===== src/rtl/note_sequencer.sv =====
// Step sequencer that drives the generator's register-write bus and forwards buffered host writes.
// Build option SEQ_REST_SKIP_EN: rest steps (gate=0) emit only the channel-enable write.
module note_sequencer #(
  parameter int STEPS   = 8,
  parameter int TEMPO_W = 16
) (
  input  logic               clk,
  input  logic               rst,
  input  logic               run,
  input  logic [TEMPO_W-1:0] tempo_div,
  input  logic [2:0]         seq_len,
  input  logic [1:0]         en_bn,
  input  logic               tbl_we,
  input  logic [2:0]         tbl_addr,
  input  logic [9:0]         tbl_data,
  input  logic               host_valid,
  output logic               host_ready,
  input  logic [2:0]         host_addr,
  input  logic [4:0]         host_data,
  output logic               write_strobe,
  output logic [2:0]         address,
  output logic [4:0]         data,
  output logic [2:0]         step_idx,
  output logic               busy,
  output logic               overrun
);

  typedef enum logic [1:0] {IDLE, S_VOL, S_EN} stateT;

  stateT              state, stateNext;
  logic [TEMPO_W-1:0] tempoCnt;
  logic               tick;
  logic               tickPend;
  logic               bufFull;
  logic [2:0]         bufAddr;
  logic [4:0]         bufData;
  logic [9:0]         stepTable [8];
  logic [9:0]         curEntry;
  logic [4:0]         snapGateVol;
  logic               strobeNext;
  logic [2:0]         addrNext;
  logic [4:0]         dataNext;
  logic               bufClear;
  logic               pendClear;
  logic               snapLoad;
  logic               stepAdvance;

  assign tick       = run && (tempoCnt == tempo_div);
  assign curEntry   = stepTable[step_idx];
  assign host_ready = !bufFull;
  assign busy       = (state != IDLE);

  always_ff @(posedge clk) begin
    if (rst || !run) tempoCnt <= '0;
    else if (tick)   tempoCnt <= '0;
    else             tempoCnt <= tempoCnt + TEMPO_W'(1);
  end

  // A tick that finds one already pending is lost, even if the pending one starts playing this edge.
  always_ff @(posedge clk) begin
    if (rst) begin
      tickPend <= 1'b0;
      overrun  <= 1'b0;
    end else begin
      if (tick && tickPend) overrun <= 1'b1;
      if (tick && !tickPend) tickPend <= 1'b1;
      else if (pendClear)    tickPend <= 1'b0;
    end
  end

  always_ff @(posedge clk) begin
    if (rst) begin
      bufFull <= 1'b0;
      bufAddr <= '0;
      bufData <= '0;
    end else if (host_valid && !bufFull) begin
      bufFull <= 1'b1;
      bufAddr <= host_addr;
      bufData <= host_data;
    end else if (bufClear) begin
      bufFull <= 1'b0;
    end
  end

  // Entries beyond STEPS do not exist and always read as zero.
  always_ff @(posedge clk) begin
    for (int i = 0; i < 8; i++) begin
      if (rst || i >= STEPS)                     stepTable[i] <= '0;
      else if (tbl_we && tbl_addr == 3'(i))      stepTable[i] <= tbl_data;
    end
  end

  always_comb begin
    stateNext   = state;
    strobeNext  = 1'b0;
    addrNext    = address;
    dataNext    = data;
    bufClear    = 1'b0;
    pendClear   = 1'b0;
    snapLoad    = 1'b0;
    stepAdvance = 1'b0;
    case (state)
      IDLE: begin
        if (bufFull) begin
          strobeNext = 1'b1;
          addrNext   = bufAddr;
          dataNext   = bufData;
          bufClear   = 1'b1;
        end else if (tickPend) begin
          pendClear = 1'b1;
          snapLoad  = 1'b1;
`ifdef SEQ_REST_SKIP_EN
          if (!curEntry[9]) begin
            stateNext = S_EN;
          end else begin
            strobeNext = 1'b1;
            addrNext   = 3'd0;
            dataNext   = curEntry[4:0];
            stateNext  = S_VOL;
          end
`else
          strobeNext = 1'b1;
          addrNext   = 3'd0;
          dataNext   = curEntry[4:0];
          stateNext  = S_VOL;
`endif
        end
      end
      S_VOL: begin
        strobeNext = 1'b1;
        addrNext   = 3'd2;
        dataNext   = {1'b0, snapGateVol[3:0]};
        stateNext  = S_EN;
      end
      S_EN: begin
        strobeNext  = 1'b1;
        addrNext    = 3'd5;
        dataNext    = {2'b00, snapGateVol[4], en_bn};
        stepAdvance = 1'b1;
        stateNext   = IDLE;
      end
      default: stateNext = IDLE;
    endcase
  end

  // The note goes out straight from the table; gate and volume are frozen for the rest of the burst.
  always_ff @(posedge clk) begin
    if (rst) begin
      state        <= IDLE;
      write_strobe <= 1'b0;
      address      <= '0;
      data         <= '0;
      step_idx     <= '0;
      snapGateVol  <= '0;
    end else begin
      state        <= stateNext;
      write_strobe <= strobeNext;
      address      <= addrNext;
      data         <= dataNext;
      if (snapLoad)    snapGateVol <= curEntry[9:5];
      if (stepAdvance) step_idx    <= (step_idx == seq_len) ? 3'd0 : step_idx + 3'd1;
    end
  end

endmodule

===== config.mk =====
export PLATFORM = sky130hd
export DESIGN_NAME = note_sequencer
export DESIGN_NICKNAME = d
export VERILOG_FILES = /design/src/rtl/note_sequencer.sv
export SDC_FILE = /design/constraint.sdc
export NUM_CORES = 1
export LEC_CHECK = 0
export ABC_CLOCK_PERIOD_IN_PS = 2100
export CORE_MARGIN = 2
export CORE_UTILIZATION = 35
export DETAILED_ROUTE_END_ITERATION = 6
export SLEW_MARGIN = 5
export SYNTH_ARGS = -nofsm -noshare
export SYNTH_HDL_FRONTEND = slang
export SYNTH_SLANG_ARGS = --single-unit

===== constraint.sdc =====
create_clock -name clk -period 2.1 [get_ports clk]
set_input_delay 0.42 -clock clk [delete_from_list [all_inputs] [get_ports clk]]
set_output_delay 0.42 -clock clk [all_outputs]
set_load 0.02 [all_outputs]

# Word level (Yosys, flattened, before mapping)
# Memories as Yosys holds them, arrays and structs flattened. A register that Yosys moved wholly into a read port is not among the register bits.
# Index checks and enable logic that the tools add are counted.
[totals]
register_bits = 46
mem_bits_rw = 80
inputBits = 47
out_inout_bits = 15
wordCells = 121
mem_count = 1
[classes]
addsub = 2
eq_ne = 14
muxes = 58
n_bitwise = 8
reduce_logical = 26
[memory_table]
columns = ["name", "words", "word_bits", "rd", "rd_ports_with_merged_regs", "write_ports", "line_no", "text"]
rows = [
  ["stepTable", 8, 10, 1, 1, 8, "37", "logic [9:0] stepTable [8];"],
]
[ops]
columns = ["cell", "n"]
rows = [
  ["$mux 10", 8],
  ["$mux 1", 37],
  ["$add 16x1->16 const B", 1],
  ["$eq 16x16->1", 1],
  ["$mux 3", 5],
  ["$pmux 5 s3", 1],
  ["$eq 3x3->1 const B", 4],
  ["$logic_and 1x1->1", 12],
  ["$mux 5", 2],
  ["$pmux 3 s3", 1],
  ["$or 1x1->1", 8],
  ["$eq 3x2->1 const B", 2],
  ["$reduce_bool 2->1", 3],
  ["$mux 2", 2],
  ["$ne 2x2->1 const B", 2],
  ["$pmux 2 s2", 1],
  ["$reduce_and 2->1", 2],
  ["$reduce_or 2->1", 2],
  ["$add 3x1->3 const B", 1],
  ["$eq 3x1->1 const B", 1],
  ["$eq 3x3->1", 1],
  ["$logic_not 1->1", 3],
  ["$logic_not 3->1", 1],
  ["$ne 3x3->1 const B", 1],
  ["other kinds (6)", 6],
]

# Depth between registers and ports, before layout
[depth]
ltp_word = 6
depth_mapped = 7
depth_no_buf = 5

# Worst setup path after synthesis
# No wires, ideal clock.
[synth_path]
kind = "input-to-reg"
startpoint = "input tbl_addr[1]"
endpoint = "memory stepTable[0][0] (enable)"
arrival_time_ns = 1.439
t_required_ns = 1.706
path_slack_ns = 0.268
stages = 2
path_buffers = 0
path_cell_list = "nand2b_1 o31ai_1"
[synth_rtl]
columns = ["element", "line_no", "text"]
rows = [
  ["start: declaration", "14", "input logic [2:0] tbl_addr,"],
  ["end: declaration", "37", ""],
]

# Final worst setup path
[layout_path]
startpoint = "register bufFull"
endpoint = "output host_ready"
[layout_via]
elab_chain_len = 1
[layout_lines]
columns = ["element", "line_no", "text"]
rows = [
  ["start: declaration", "34", "logic bufFull;"],
  ["start signal: assignment", "73", "bufFull <= 1'b0;"],
  ["start signal: assignment", "77", "bufFull <= 1'b1;"],
  ["start signal: assignment", "81", "bufFull <= 1'b0;"],
  ["$logic_not 1->1", "50", "assign host_ready = !bufFull;"],
  ["end: declaration", "17", "output logic host_ready,"],
]
# Every way passes these cells.

==> qor.yml <==
status:
  status: "finished, final reports clean"
critical_path:
  path_max_fanout: 7
  worstSetupStartpoint: "bufFull"
  path_class: "register to output port"
  rr_startpoint: "state[0]"
  path_cells: "inv_1, clkdlybuf4s50_1"
  cp.required_ns: 1.68
  arrival_ns: 1.58
  cp-end-kind: "output port"
  crit_path_start_kind: "register"
  crit_buf_inv: 2
  max_stage_delay_ns: 0.66
  crit_family: "buffers and inverters"
  slowest_stage: "clkdlybuf4s50_1"
timing:
  grt_setup_unrepaired: "false"
  drv_slew: 0
  finalSetupViolations: 0
  whs_ns: 0.466
  tightestPinTransition_ns: 0.750
  skew_ns: 0.00834
  timing.fmax_mhz: 500
  slew_headroom_pct: 49.6
  final-hold-violation-count: 0
  fin_crit_sh_pct: 95.3
  min_period_ns: 2.00
detailed_routing:
  num_vias: 4065
  wl_per_cell_um: 16.6
  drt-vias-per-instance: 4.88
  drt_pass1_iterations: 4
  drc_errors: 0
  antenna_left: 0
  wl_um: 13900
  drt-initial-drc-count: 272
clock_tree:
  clkLatencyLatePin_ns: 0.41
  cts_buffers: 17
  htree_levels: 4
  cts_tree: "done"
  clock_tree.root_cell: "clkbuf_16"
  ctsLongestPathBuffers: 2
  postCtsSetupRepairBufs: 0
  hold_buffers: 0
  path_clk_slew_ns: 0.05
  cts_num_sinks: 129
floorplan:
  ioPinCount: 62
  rows: 48
  fp.dieArea_sq_um: 18400
  die_w_um: 136
  die_height_um: 136
  initial_core_util_pct: 35.5
  coreArea_sq_um: 17100
pwr:
  clockPowerShare_pct: 47.2
  power_density_nw_per_um2: 811
  irDropWorstVdd_uv: 549
  seq_power_share_pct: 45.7
  p_comb_share_pct: 7.0
  p_sw_share_pct: 20.2
  switching_power_uw: 1270
  p_leak_uw: 0.00266
  p_int_uw: 4990
logic_synthesis:
  yosysTopAreaCell: "edfxtp_1"
  syn_area_sq_um: 6070
  synth_edf_count: 80
  synth-async-reset-ratio_pct: 0
  yosysWarnings: 0
  synth_seq_area_share_pct: 55.7
  ys_ff_latch: 129
  synthCells: 503
  avgSynthCellArea_sq_um: 12.1
  syn-num-nets: 558
  yosys-top-cells-area: "edfxtp_1, dfxtp_1, and2_1"
  synth_top_area_share_pct: 39.6
  yosysUniqueCellTypes: 46
  synth_ff_type: "edfxtp_1"
layout:
  post-route-util_pct: 45.1
  layout-drive-gt1-share_pct: 15.0
  nets: 652
  mostFrequentLayoutCell: "and2_1"
  diodes: 0
  nFillCells: 1565
  syn2layout_area_growth_pct: 27.2
  layout_common_cells: "and2_1, edfxtp_1, clkdlybuf4s50_1"
placement:
  io_buffers: 61
  gp_congestion: 0.752
  hpwlAfterDp_um: 9780
min_path:
  hp-class: "register to register"
  hold_start: "bufData[3]"
global_routing:
  grt_max_degree: 26
  grt_pass1_vias: 4257
  grt_usage_pct: 16.2
  antenna_found_initial: 0
  grt_pass1_wl_um: 22400
  grt_overflow_total: 0
run:
  cap_violations: 0
-- power by group through the flow --
| stage | Sequential (uW) | Clock (uW) | Combinational (uW) |
|---|---|---|---|
| 6_report | 2860 | 2960 | 440 |
| 5_1_grt | 2870 | 3140 | 479 |
| 4_1_cts | 2860 | 3010 | 443 |
| 3_5_place_dp | 2910 | 0 | 441 |
| 3_3_place_gp | 2910 | 0 | 433 |
| 2_1_floorplan | 2910 | 0 | 185 |
-- metrics by stage --
step | power [uW] | instances | setup TNS [ns] | cell area [sq um] | setup WS (ns)
global route | 6490 | 833 | 0 | 7720 | 0.0233
global placement | 3340 | 803 | -2.16 | 7140 | -0.124
detailed placement | 3360 | 803 | -2.54 | 7140 | -0.131
finish | 6260 | 833 | 0 | 7720 | 0.0995
CTS | 6310 | 833 | 0 | 7720 | 0.0208
floorplan | 3100 | 503 | 0 | 6070 | 0.268
-- metal layers --
layer	wire length, um	GRT usage (%)	vias to the layer above
met5	0	0	-
met4	186	5.67	0
met3	698	4.26	12
met2	6710	26.3	87
met1	6270	21.0	1958
li1	-	-	2008
-- path summary, 6_finish.rpt --
check	slack, ns	depth (start not counted)	to
setup reg to reg	0.31	6	data[4]
setup / recovery	0.1	2	host_ready
hold reg to reg	0.47	2	bufData[3]
hold / removal	0.47	2	bufData[3]
-- what timing repair did --
item / in CTS / in global routing
setup endpoints to repair: 1 / 1
gates resized for setup: 1 / 2
endpoints found under the hold margin: 0 / 0
-- area by class of cell --
cell class / count / area, sq um / area share [%]
multi-input cells: 338 / 2500 / 32.4
inverters: 13 / 48.8 / 0.632
flip-flops and latches: 129 / 3380 / 43.8
repair buffers: 98 / 921 / 11.9
clock buffers: 22 / 444 / 5.75
clock inverters: 8 / 138 / 1.78
well taps: 225 / 282 / 3.65
-- cells by family (layout without fill, tap and decap cells) --
kind of cell	Yosys count	in the layout	share of synthesized area, %
AND/OR/NAND/NOR	181	181	16.8
AO/OA/AOI/OAI	79	79	9.11
flip-flops	129	129	55.7
buffers and inverters	36	141	3.01
adder cells (fa/ha/maj)	8	8	1.65
multiplexers	35	35	8.68
XOR/XNOR	35	35	5.05
-- tightest hold or removal path, stage by stage, from the launching register on --
cell,delay [ns]
dfxtp_1,0.31
nand2_1,0.05
a21oi_1,0.06
-- flip-flops by register name, indices dropped and copies added (netlist names), 2 cells and up, named ones only --
| signal | count |
|---|---|
| step_idx | 3 |
| data | 5 |
| bufData | 5 |
| snapGateVol | 5 |
| bufAddr | 3 |
| address | 3 |
| state | 2 |
| tempoCnt | 16 |
| stepTable | 80 |
-- Yosys cell counts (all sizes together), types with 3 or more instances --
cell type	n
and2	82
edfxtp	80
dfxtp	49
nand2	34
xnor2	28
a21oi	23
mux2i	20
nor2	19
o21ai	19
a211oi	16
mux4	14
nor3	14
inv	13
buf	12
clkbuf	11
ha	8
nand3	7
nand4	7
xor2	7
nand2b	6
nor4	6
o31ai	5
a22o	4
nor2b	4
a221oi	3
o22ai	3
(Power assumes the default switching activity.)
